$ cat src/rtl/bus_params_pkg.sv
// Host-side TL-UL bus widths shared by the crossbar and its adapters.
package bus_params_pkg;
  localparam int BUS_AW  = 32;
  localparam int BUS_DW  = 32;
  localparam int BUS_AIW = 8;
endpackage

$ cat src/rtl/tl_downsizer_pkg.sv
// Opcodes, FSM states and width helpers for the TL-UL data-width downsizer.
package tl_downsizer_pkg;

  typedef enum logic [2:0] {
    A_PUT_FULL    = 3'd0,
    A_PUT_PARTIAL = 3'd1,
    A_GET         = 3'd4
  } tl_a_op_e;

  typedef enum logic [2:0] {
    D_ACCESS_ACK      = 3'd0,
    D_ACCESS_ACK_DATA = 3'd1
  } tl_d_op_e;

  typedef enum logic [1:0] {
    ST_IDLE,
    ST_ISSUE,
    ST_WAIT_RSP,
    ST_RESPOND
  } state_e;

  function automatic int ds_ratio(input int host_dw, input int dev_dw);
    return host_dw / dev_dw;
  endfunction

  function automatic int ds_idx_w(input int ratio);
    return (ratio <= 1) ? 1 : $clog2(ratio);
  endfunction

  function automatic logic op_supported(input logic [2:0] op);
    return (op == A_PUT_FULL) || (op == A_PUT_PARTIAL) || (op == A_GET);
  endfunction

endpackage

$ cat src/rtl/tl_downsizer_beat_sel.sv
// Active-beat selector: a Get touches every beat, a Put only beats with a nonzero mask slice.
module tl_downsizer_beat_sel #(
  parameter int RATIO = 4,
  parameter int IDXW  = 2,
  parameter int SLW   = 1
) (
  input  logic [RATIO*SLW-1:0] mask_i,
  input  logic                 is_get_i,
  input  logic [IDXW-1:0]      k_i,
  output logic [IDXW-1:0]      first_o,
  output logic [IDXW-1:0]      next_o,
  output logic                 last_o,
  output logic                 any_o
);

  logic [RATIO-1:0] act;

  always_comb begin
    act = '0;
    for (int i = 0; i < RATIO; i++) begin
      act[i] = is_get_i || (|mask_i[i*SLW +: SLW]);
    end
  end

  always_comb begin
    logic found_f;
    logic found_n;
    found_f = 1'b0;
    found_n = 1'b0;
    first_o = '0;
    next_o  = k_i;
    for (int i = 0; i < RATIO; i++) begin
      if (act[i] && !found_f) begin
        first_o = IDXW'(i);
        found_f = 1'b1;
      end
      if (act[i] && !found_n && (i > int'(k_i))) begin
        next_o  = IDXW'(i);
        found_n = 1'b1;
      end
    end
    last_o = !found_n;
    any_o  = |act;
  end

endmodule

$ cat src/rtl/tl_bus_downsizer.sv
// TL-UL downsizer: splits one wide host request into narrow device beats and merges the replies.
// Optional build macro TL_DOWNSIZER_ERR_ABORT_EN: the first device error ends the transaction early.
//
// state       | meaning
// ST_IDLE     | ready for a host request
// ST_ISSUE    | presenting device beat k
// ST_WAIT_RSP | waiting for the device response to beat k
// ST_RESPOND  | presenting the merged host response
module tl_bus_downsizer
  import tl_downsizer_pkg::*;
#(
  parameter int AW      = bus_params_pkg::BUS_AW,
  parameter int HOST_DW = bus_params_pkg::BUS_DW,
  parameter int DEV_DW  = 8,
  parameter int SRCW    = bus_params_pkg::BUS_AIW
) (
  input  logic                  clk_i,
  input  logic                  rst_ni,
  input  logic                  h_a_valid_i,
  output logic                  h_a_ready_o,
  input  logic [2:0]            h_a_opcode_i,
  input  logic [AW-1:0]         h_a_address_i,
  input  logic [SRCW-1:0]       h_a_source_i,
  input  logic [HOST_DW-1:0]    h_a_data_i,
  input  logic [HOST_DW/8-1:0]  h_a_mask_i,
  output logic                  h_d_valid_o,
  input  logic                  h_d_ready_i,
  output logic [2:0]            h_d_opcode_o,
  output logic [SRCW-1:0]       h_d_source_o,
  output logic [HOST_DW-1:0]    h_d_data_o,
  output logic                  h_d_error_o,
  output logic                  d_a_valid_o,
  input  logic                  d_a_ready_i,
  output logic [2:0]            d_a_opcode_o,
  output logic [AW-1:0]         d_a_address_o,
  output logic [DEV_DW-1:0]     d_a_data_o,
  output logic [DEV_DW/8-1:0]   d_a_mask_o,
  input  logic                  d_d_valid_i,
  output logic                  d_d_ready_o,
  input  logic [DEV_DW-1:0]     d_d_data_i,
  input  logic                  d_d_error_i
);

  localparam int RATIO = ds_ratio(HOST_DW, DEV_DW);
  localparam int IDXW  = ds_idx_w(RATIO);
  localparam int MW    = HOST_DW / 8;
  localparam int SLW   = DEV_DW / 8;
  localparam int HBW   = $clog2(MW);
  localparam int SLB   = $clog2(SLW);

  state_e              state_q, state_d;
  logic [2:0]          op_q, op_d;
  logic [SRCW-1:0]     src_q, src_d;
  logic [AW-1:0]       addr_q, addr_d;
  logic [HOST_DW-1:0]  wdata_q, wdata_d;
  logic [MW-1:0]       mask_q, mask_d;
  logic [IDXW-1:0]     k_q, k_d;
  logic [HOST_DW-1:0]  rdata_q, rdata_d;
  logic                err_q, err_d;

  logic [MW-1:0]       sel_mask;
  logic                sel_get;
  logic [IDXW-1:0]     sel_first, sel_next;
  logic                sel_last, sel_any;
  logic [SLW-1:0]      slice_mask;
  logic                unused_addr;

  assign unused_addr = ^h_a_address_i[HBW-1:0];

  // In IDLE the selector looks at the incoming request so the first beat is known at accept.
  assign sel_mask = (state_q == ST_IDLE) ? h_a_mask_i : mask_q;
  assign sel_get  = (state_q == ST_IDLE) ? (h_a_opcode_i == A_GET) : (op_q == A_GET);

  tl_downsizer_beat_sel #(
    .RATIO (RATIO),
    .IDXW  (IDXW),
    .SLW   (SLW)
  ) u_beat_sel (
    .mask_i   (sel_mask),
    .is_get_i (sel_get),
    .k_i      (k_q),
    .first_o  (sel_first),
    .next_o   (sel_next),
    .last_o   (sel_last),
    .any_o    (sel_any)
  );

  always_comb begin
    state_d = state_q;
    op_d    = op_q;
    src_d   = src_q;
    addr_d  = addr_q;
    wdata_d = wdata_q;
    mask_d  = mask_q;
    k_d     = k_q;
    rdata_d = rdata_q;
    err_d   = err_q;
    unique case (state_q)
      ST_IDLE: begin
        if (h_a_valid_i) begin
          op_d    = h_a_opcode_i;
          src_d   = h_a_source_i;
          wdata_d = h_a_data_i;
          mask_d  = h_a_mask_i;
          addr_d  = {h_a_address_i[AW-1:HBW], {HBW{1'b0}}};
          rdata_d = '0;
          err_d   = 1'b0;
          if (!op_supported(h_a_opcode_i)) begin
            err_d   = 1'b1;
            state_d = ST_RESPOND;
          end else if (!sel_any) begin
            state_d = ST_RESPOND;
          end else begin
            k_d     = sel_first;
            state_d = ST_ISSUE;
          end
        end
      end
      ST_ISSUE: begin
        if (d_a_ready_i) state_d = ST_WAIT_RSP;
      end
      ST_WAIT_RSP: begin
        if (d_d_valid_i) begin
          if (op_q == A_GET) rdata_d[k_q*DEV_DW +: DEV_DW] = d_d_data_i;
          err_d = err_q | d_d_error_i;
          if (sel_last) begin
            state_d = ST_RESPOND;
          end else begin
            k_d     = sel_next;
            state_d = ST_ISSUE;
          end
`ifdef TL_DOWNSIZER_ERR_ABORT_EN
          if (d_d_error_i) state_d = ST_RESPOND;
`endif
        end
      end
      ST_RESPOND: begin
        if (h_d_ready_i) state_d = ST_IDLE;
      end
      default: state_d = ST_IDLE;
    endcase
  end

  always_ff @(posedge clk_i) begin
    if (!rst_ni) begin
      state_q <= ST_IDLE;
      op_q    <= '0;
      src_q   <= '0;
      addr_q  <= '0;
      wdata_q <= '0;
      mask_q  <= '0;
      k_q     <= '0;
      rdata_q <= '0;
      err_q   <= 1'b0;
    end else begin
      state_q <= state_d;
      op_q    <= op_d;
      src_q   <= src_d;
      addr_q  <= addr_d;
      wdata_q <= wdata_d;
      mask_q  <= mask_d;
      k_q     <= k_d;
      rdata_q <= rdata_d;
      err_q   <= err_d;
    end
  end

  assign slice_mask = mask_q[k_q*SLW +: SLW];

  // A Put beat whose lane is only partly enabled must not claim to be a full write.
  always_comb begin
    d_a_opcode_o = op_q;
    if ((op_q != A_GET) && (slice_mask != {SLW{1'b1}})) d_a_opcode_o = A_PUT_PARTIAL;
  end

  assign h_a_ready_o   = (state_q == ST_IDLE);
  assign d_a_valid_o   = (state_q == ST_ISSUE);
  assign d_a_address_o = addr_q + (AW'(k_q) << SLB);
  assign d_a_data_o    = wdata_q[k_q*DEV_DW +: DEV_DW];
  assign d_a_mask_o    = slice_mask;
  assign d_d_ready_o   = (state_q == ST_WAIT_RSP);
  assign h_d_valid_o   = (state_q == ST_RESPOND);
  assign h_d_opcode_o  = (op_q == A_GET) ? D_ACCESS_ACK_DATA : D_ACCESS_ACK;
  assign h_d_source_o  = src_q;
  assign h_d_data_o    = rdata_q;
  assign h_d_error_o   = err_q;

endmodule

$ cat config.mk
export PLATFORM = sky130hd
export DESIGN_NAME = tl_bus_downsizer
export DESIGN_NICKNAME = d
export VERILOG_FILES = /design/src/rtl/bus_params_pkg.sv /design/src/rtl/tl_downsizer_pkg.sv /design/src/rtl/tl_downsizer_beat_sel.sv /design/src/rtl/tl_bus_downsizer.sv
export SDC_FILE = /design/constraint.sdc
export NUM_CORES = 1
export LEC_CHECK = 0
export CAP_MARGIN = 5
export CORE_MARGIN = 5
export CORE_UTILIZATION = 25
export CTS_BUF_LIST = sky130_fd_sc_hd__clkbuf_2 sky130_fd_sc_hd__clkbuf_4 sky130_fd_sc_hd__clkbuf_8
export DETAILED_ROUTE_END_ITERATION = 10
export DONT_BUFFER_PORTS = 1
export PLACE_DENSITY = 0.37
export SYNTH_ARGS = -nofsm -noshare
export SYNTH_HDL_FRONTEND = slang
export SYNTH_SLANG_ARGS = --single-unit
$ cat constraint.sdc
create_clock -name clk_i -period 6.2 [get_ports clk_i]
set_input_delay 1.24 -clock clk_i [delete_from_list [all_inputs] [get_ports clk_i]]
set_output_delay 1.24 -clock clk_i [all_outputs]
set_load 0.02 [all_outputs]
==> impl_metrics.yaml <==
outcome:
  status: "completed"
clock_tree:
  clkLatencyLatePin_ns: 0.43
  cts_hold_repair.buffers: 0
  clock_tree.root_cell: "clkbuf_8"
  cts_setup_buffers: 0
  cts_max_path_buffers: 2
  cts.clk_slew.worst_paths_ns: 0.07
  cts-htree-levels: 4
  cts.sink_count: 114
  tritoncts.num_buffers: 17
  cts_tree: "yes"
  cts-resized-gates: 0
timing:
  setup_viol: 0
  setup_tns_ns: 0
  timing.max_slew.rel_slack_pct: 41.2
  layout_min_cycle_time_ns: 3.28
  final.setup_skew_ns: 0.00810
  max_slew.worst_pin.slew_ns: 0.880
  grt_setup_unrepaired: "false"
  report.final.hold_viol_count: 0
  hold_slack_ns: 0.450
  report.final.slew_viol_count: 0
  final.period_utilization_pct: 52.9
  achievable-frequency_ghz: 0.305
routing:
  detail_route.wl_per_cell_um: 17.4
  drt_first_pass_iters: 5
  postRouteAntennaNets: 0
  via_count: 3911
  viasPerCell: 4.69
  residual_drc: 0
  drt_iter0_drc: 229
  drt-total-wl_mm: 14.5
synthesis:
  synth.avg_cell_area_um2: 8.28
  number_of_synthesis_warnings: 0
  synth_area_mm2: 0.00480
  ys_ff_latch: 114
  flip_flop_cell_with_the_highest_count_after_synthesis: "dfxtp_1"
  synth-edff-count: 0
  netlist-cell-type-count: 55
  asyncSetResetFlopFracSynth_pct: 0
  synthesis.instances: 580
  seq_area_frac_synth_pct: 47.5
place:
  count_of_port_buffers_added_during_placement: 0
  gp_congestion: 0.768
  detailed_place_hpwl_mm: 10.2
critical_path:
  setup.worst_path.start_class: "register"
  arrival_time_of_data_at_the_critical_path_endpoint_ns: 2.04
  critical_path.max_fanout: 14
  crit-reg2reg-capture: "addr_q[4]"
  setup.worst_path.class: "register to primary output"
  timing.reg2reg.setup_slack_ns: 3.77
  cp.required_ns: 4.96
  worst_r2r_startpoint: "state_q[0]"
  critical_path.endpoint_type: "primary output"
  reg2regPathDepth: 6
grt:
  first_pass_grt_wire_length_mm: 22.5
  grt_use_total_pct: 12.9
  antenna_found_initial: 0
  maximum_number_of_pins_on_one_net_before_global_route_repair: 79
  grt-ovfl-total: 0
  first_global_vias: 3932
final_layout:
  flow.area_growth_from_synthesis_pct: 12.5
  layout.cells.most_common_list: "177 x nand2_1, 114 x dfxtp_1, 105 x a21oi_1"
  fillers: 2042
  most_common_cell_after_layout_fill_and_taps_aside: "nand2_1"
  insertedDiodeCount: 0
  post_route_cells_drive_above_1_share_pct: 11.3
  finalNetCount: 662
hold_path:
  hp-start: "wdata_q[16]"
  worst_hold_path_ep: "wdata_q[16]"
  timing.hold.worst_path_depth: 2
  worst_hold_path_type: "register to register"
power:
  pwr_density_cell_mw_per_mm2: 346
  reported_leakage_power_nw: 1.82
  max-vdd-ir-drop_mv: 0.110
floorplanning:
  io-pin-count: 186
  die_h_um: 149
  core_area_mm2: 0.0188
  number_of_cell_rows: 50
  die_x_um: 149
  starting_density_of_the_core_pct: 25.5
  dieArea_mm2: 0.0221
job:
  cap_violations: 0
-- through the flow --
| stage | cell area [um^2] | setup WS [ns] | cells | util (%) | power, mW |
|---|---|---|---|---|---|
| 6_report | 5410 | 2.92 | 834 | 28.7 | 1.87 |
| 5_1_grt | 5410 | 2.76 | 834 | 28.7 | 1.97 |
| 4_1_cts | 5410 | 2.84 | 834 | 28.7 | 1.91 |
| 3_5_place_dp | 4980 | 3.22 | 804 | 26.4 | 1.13 |
| 3_3_place_gp | 4980 | 3.30 | 804 | 26.4 | 1.12 |
| 2_1_floorplan | 4810 | 3.42 | 581 | - | 1.07 |
-- cells by family (layout without fill, tap and decap cells) --
kind of cell	after synthesis	count (layout)	synth area share (%)
compound gates	139	139	16.8
fa+ha+maj	5	5	1.30
buf+inv	50	43	4.97
flops	114	114	47.5
mux	11	11	4.66
other cells	1	2	0.0781
simple gates	260	260	24.7
-- cell usage after synthesis (all sizes together) (2+ instances only) --
| cell | count | area [um^2] |
|---|---|---|
| nand2 | 178 | 668 |
| dfxtp | 114 | 2280 |
| a21oi | 107 | 551 |
| clkbuf | 25 | 93.8 |
| nand3 | 25 | 125 |
| buf | 17 | 110 |
| nor2 | 15 | 56.3 |
| nand2b | 10 | 70.1 |
| mux4 | 9 | 203 |
| a22oi | 8 | 60.1 |
| inv | 7 | 26.3 |
| o21ai | 7 | 35.0 |
| nor3 | 6 | 35.0 |
| ha | 5 | 62.6 |
| nor4 | 5 | 58.8 |
| or2 | 4 | 27.5 |
| a211o | 3 | 26.3 |
| a211oi | 3 | 27.5 |
| and2 | 3 | 18.8 |
| nand4 | 3 | 25.0 |
| nor2b | 3 | 18.8 |
| nor3b | 3 | 43.8 |
| a21o | 2 | 15.0 |
| a311oi | 2 | 17.5 |
| and3 | 2 | 17.5 |
-- routing by layer --
layer	part of all wire, %	track usage [%]	wire length (um)	vias up
met5	0	0	0	-
met4	1.4	4.71	209	0
met3	9.4	6.22	1360	13
met2	49	21.2	7080	126
met1	40	14.6	5820	1845
li1	-	-	-	1927
-- state kept, by name, indices dropped and copies added (netlist names) --
register      cells
h_d_data_o       32
wdata_q          32
addr_q           30
h_d_source_o      8
mask_q            4
op_q              3
k_q               2
state_q           2
h_d_error_o       1
-- power breakdown --
group          switching, mW  internal [mW]  total, mW
Sequential            0.0663          0.777      0.844
Clock                  0.306          0.458      0.764
Combinational          0.175         0.0872      0.262
-- worst max-delay path, cell delays in order, from the launching register on --
cell     delay [ns]
dfxtp_1        0.35
nor3b_4        0.75
nor2_1         0.14
nor2b_1        0.38
-- how the worst max path moves through the flow --
stage / to / cells past startpoint / startpoint
floorplan: d_a_opcode_o[0] / 3 / k_q[0]
global placement: k_q[0] / 6 / h_a_valid_i
detailed placement: k_q[0] / 6 / h_a_valid_i
CTS: d_a_opcode_o[2] / 3 / op_q[2]
global route: d_a_opcode_o[2] / 3 / op_q[0]
finish: d_a_opcode_o[2] / 3 / op_q[2]
-- area by class of cell --
class	instances	area, um^2	share of cell area (%)
Inverter	8	36.3	0.671
Multi-Input combinational cell	417	2300	42.5
Tap cell	260	325	6.02
Clock inverter	9	158	2.92
Timing Repair Buffer	5	37.5	0.694
Clock buffer	21	270	5.00
Sequential cell	114	2280	42.2
Note: power is estimated with default switching activity, not from simulation.
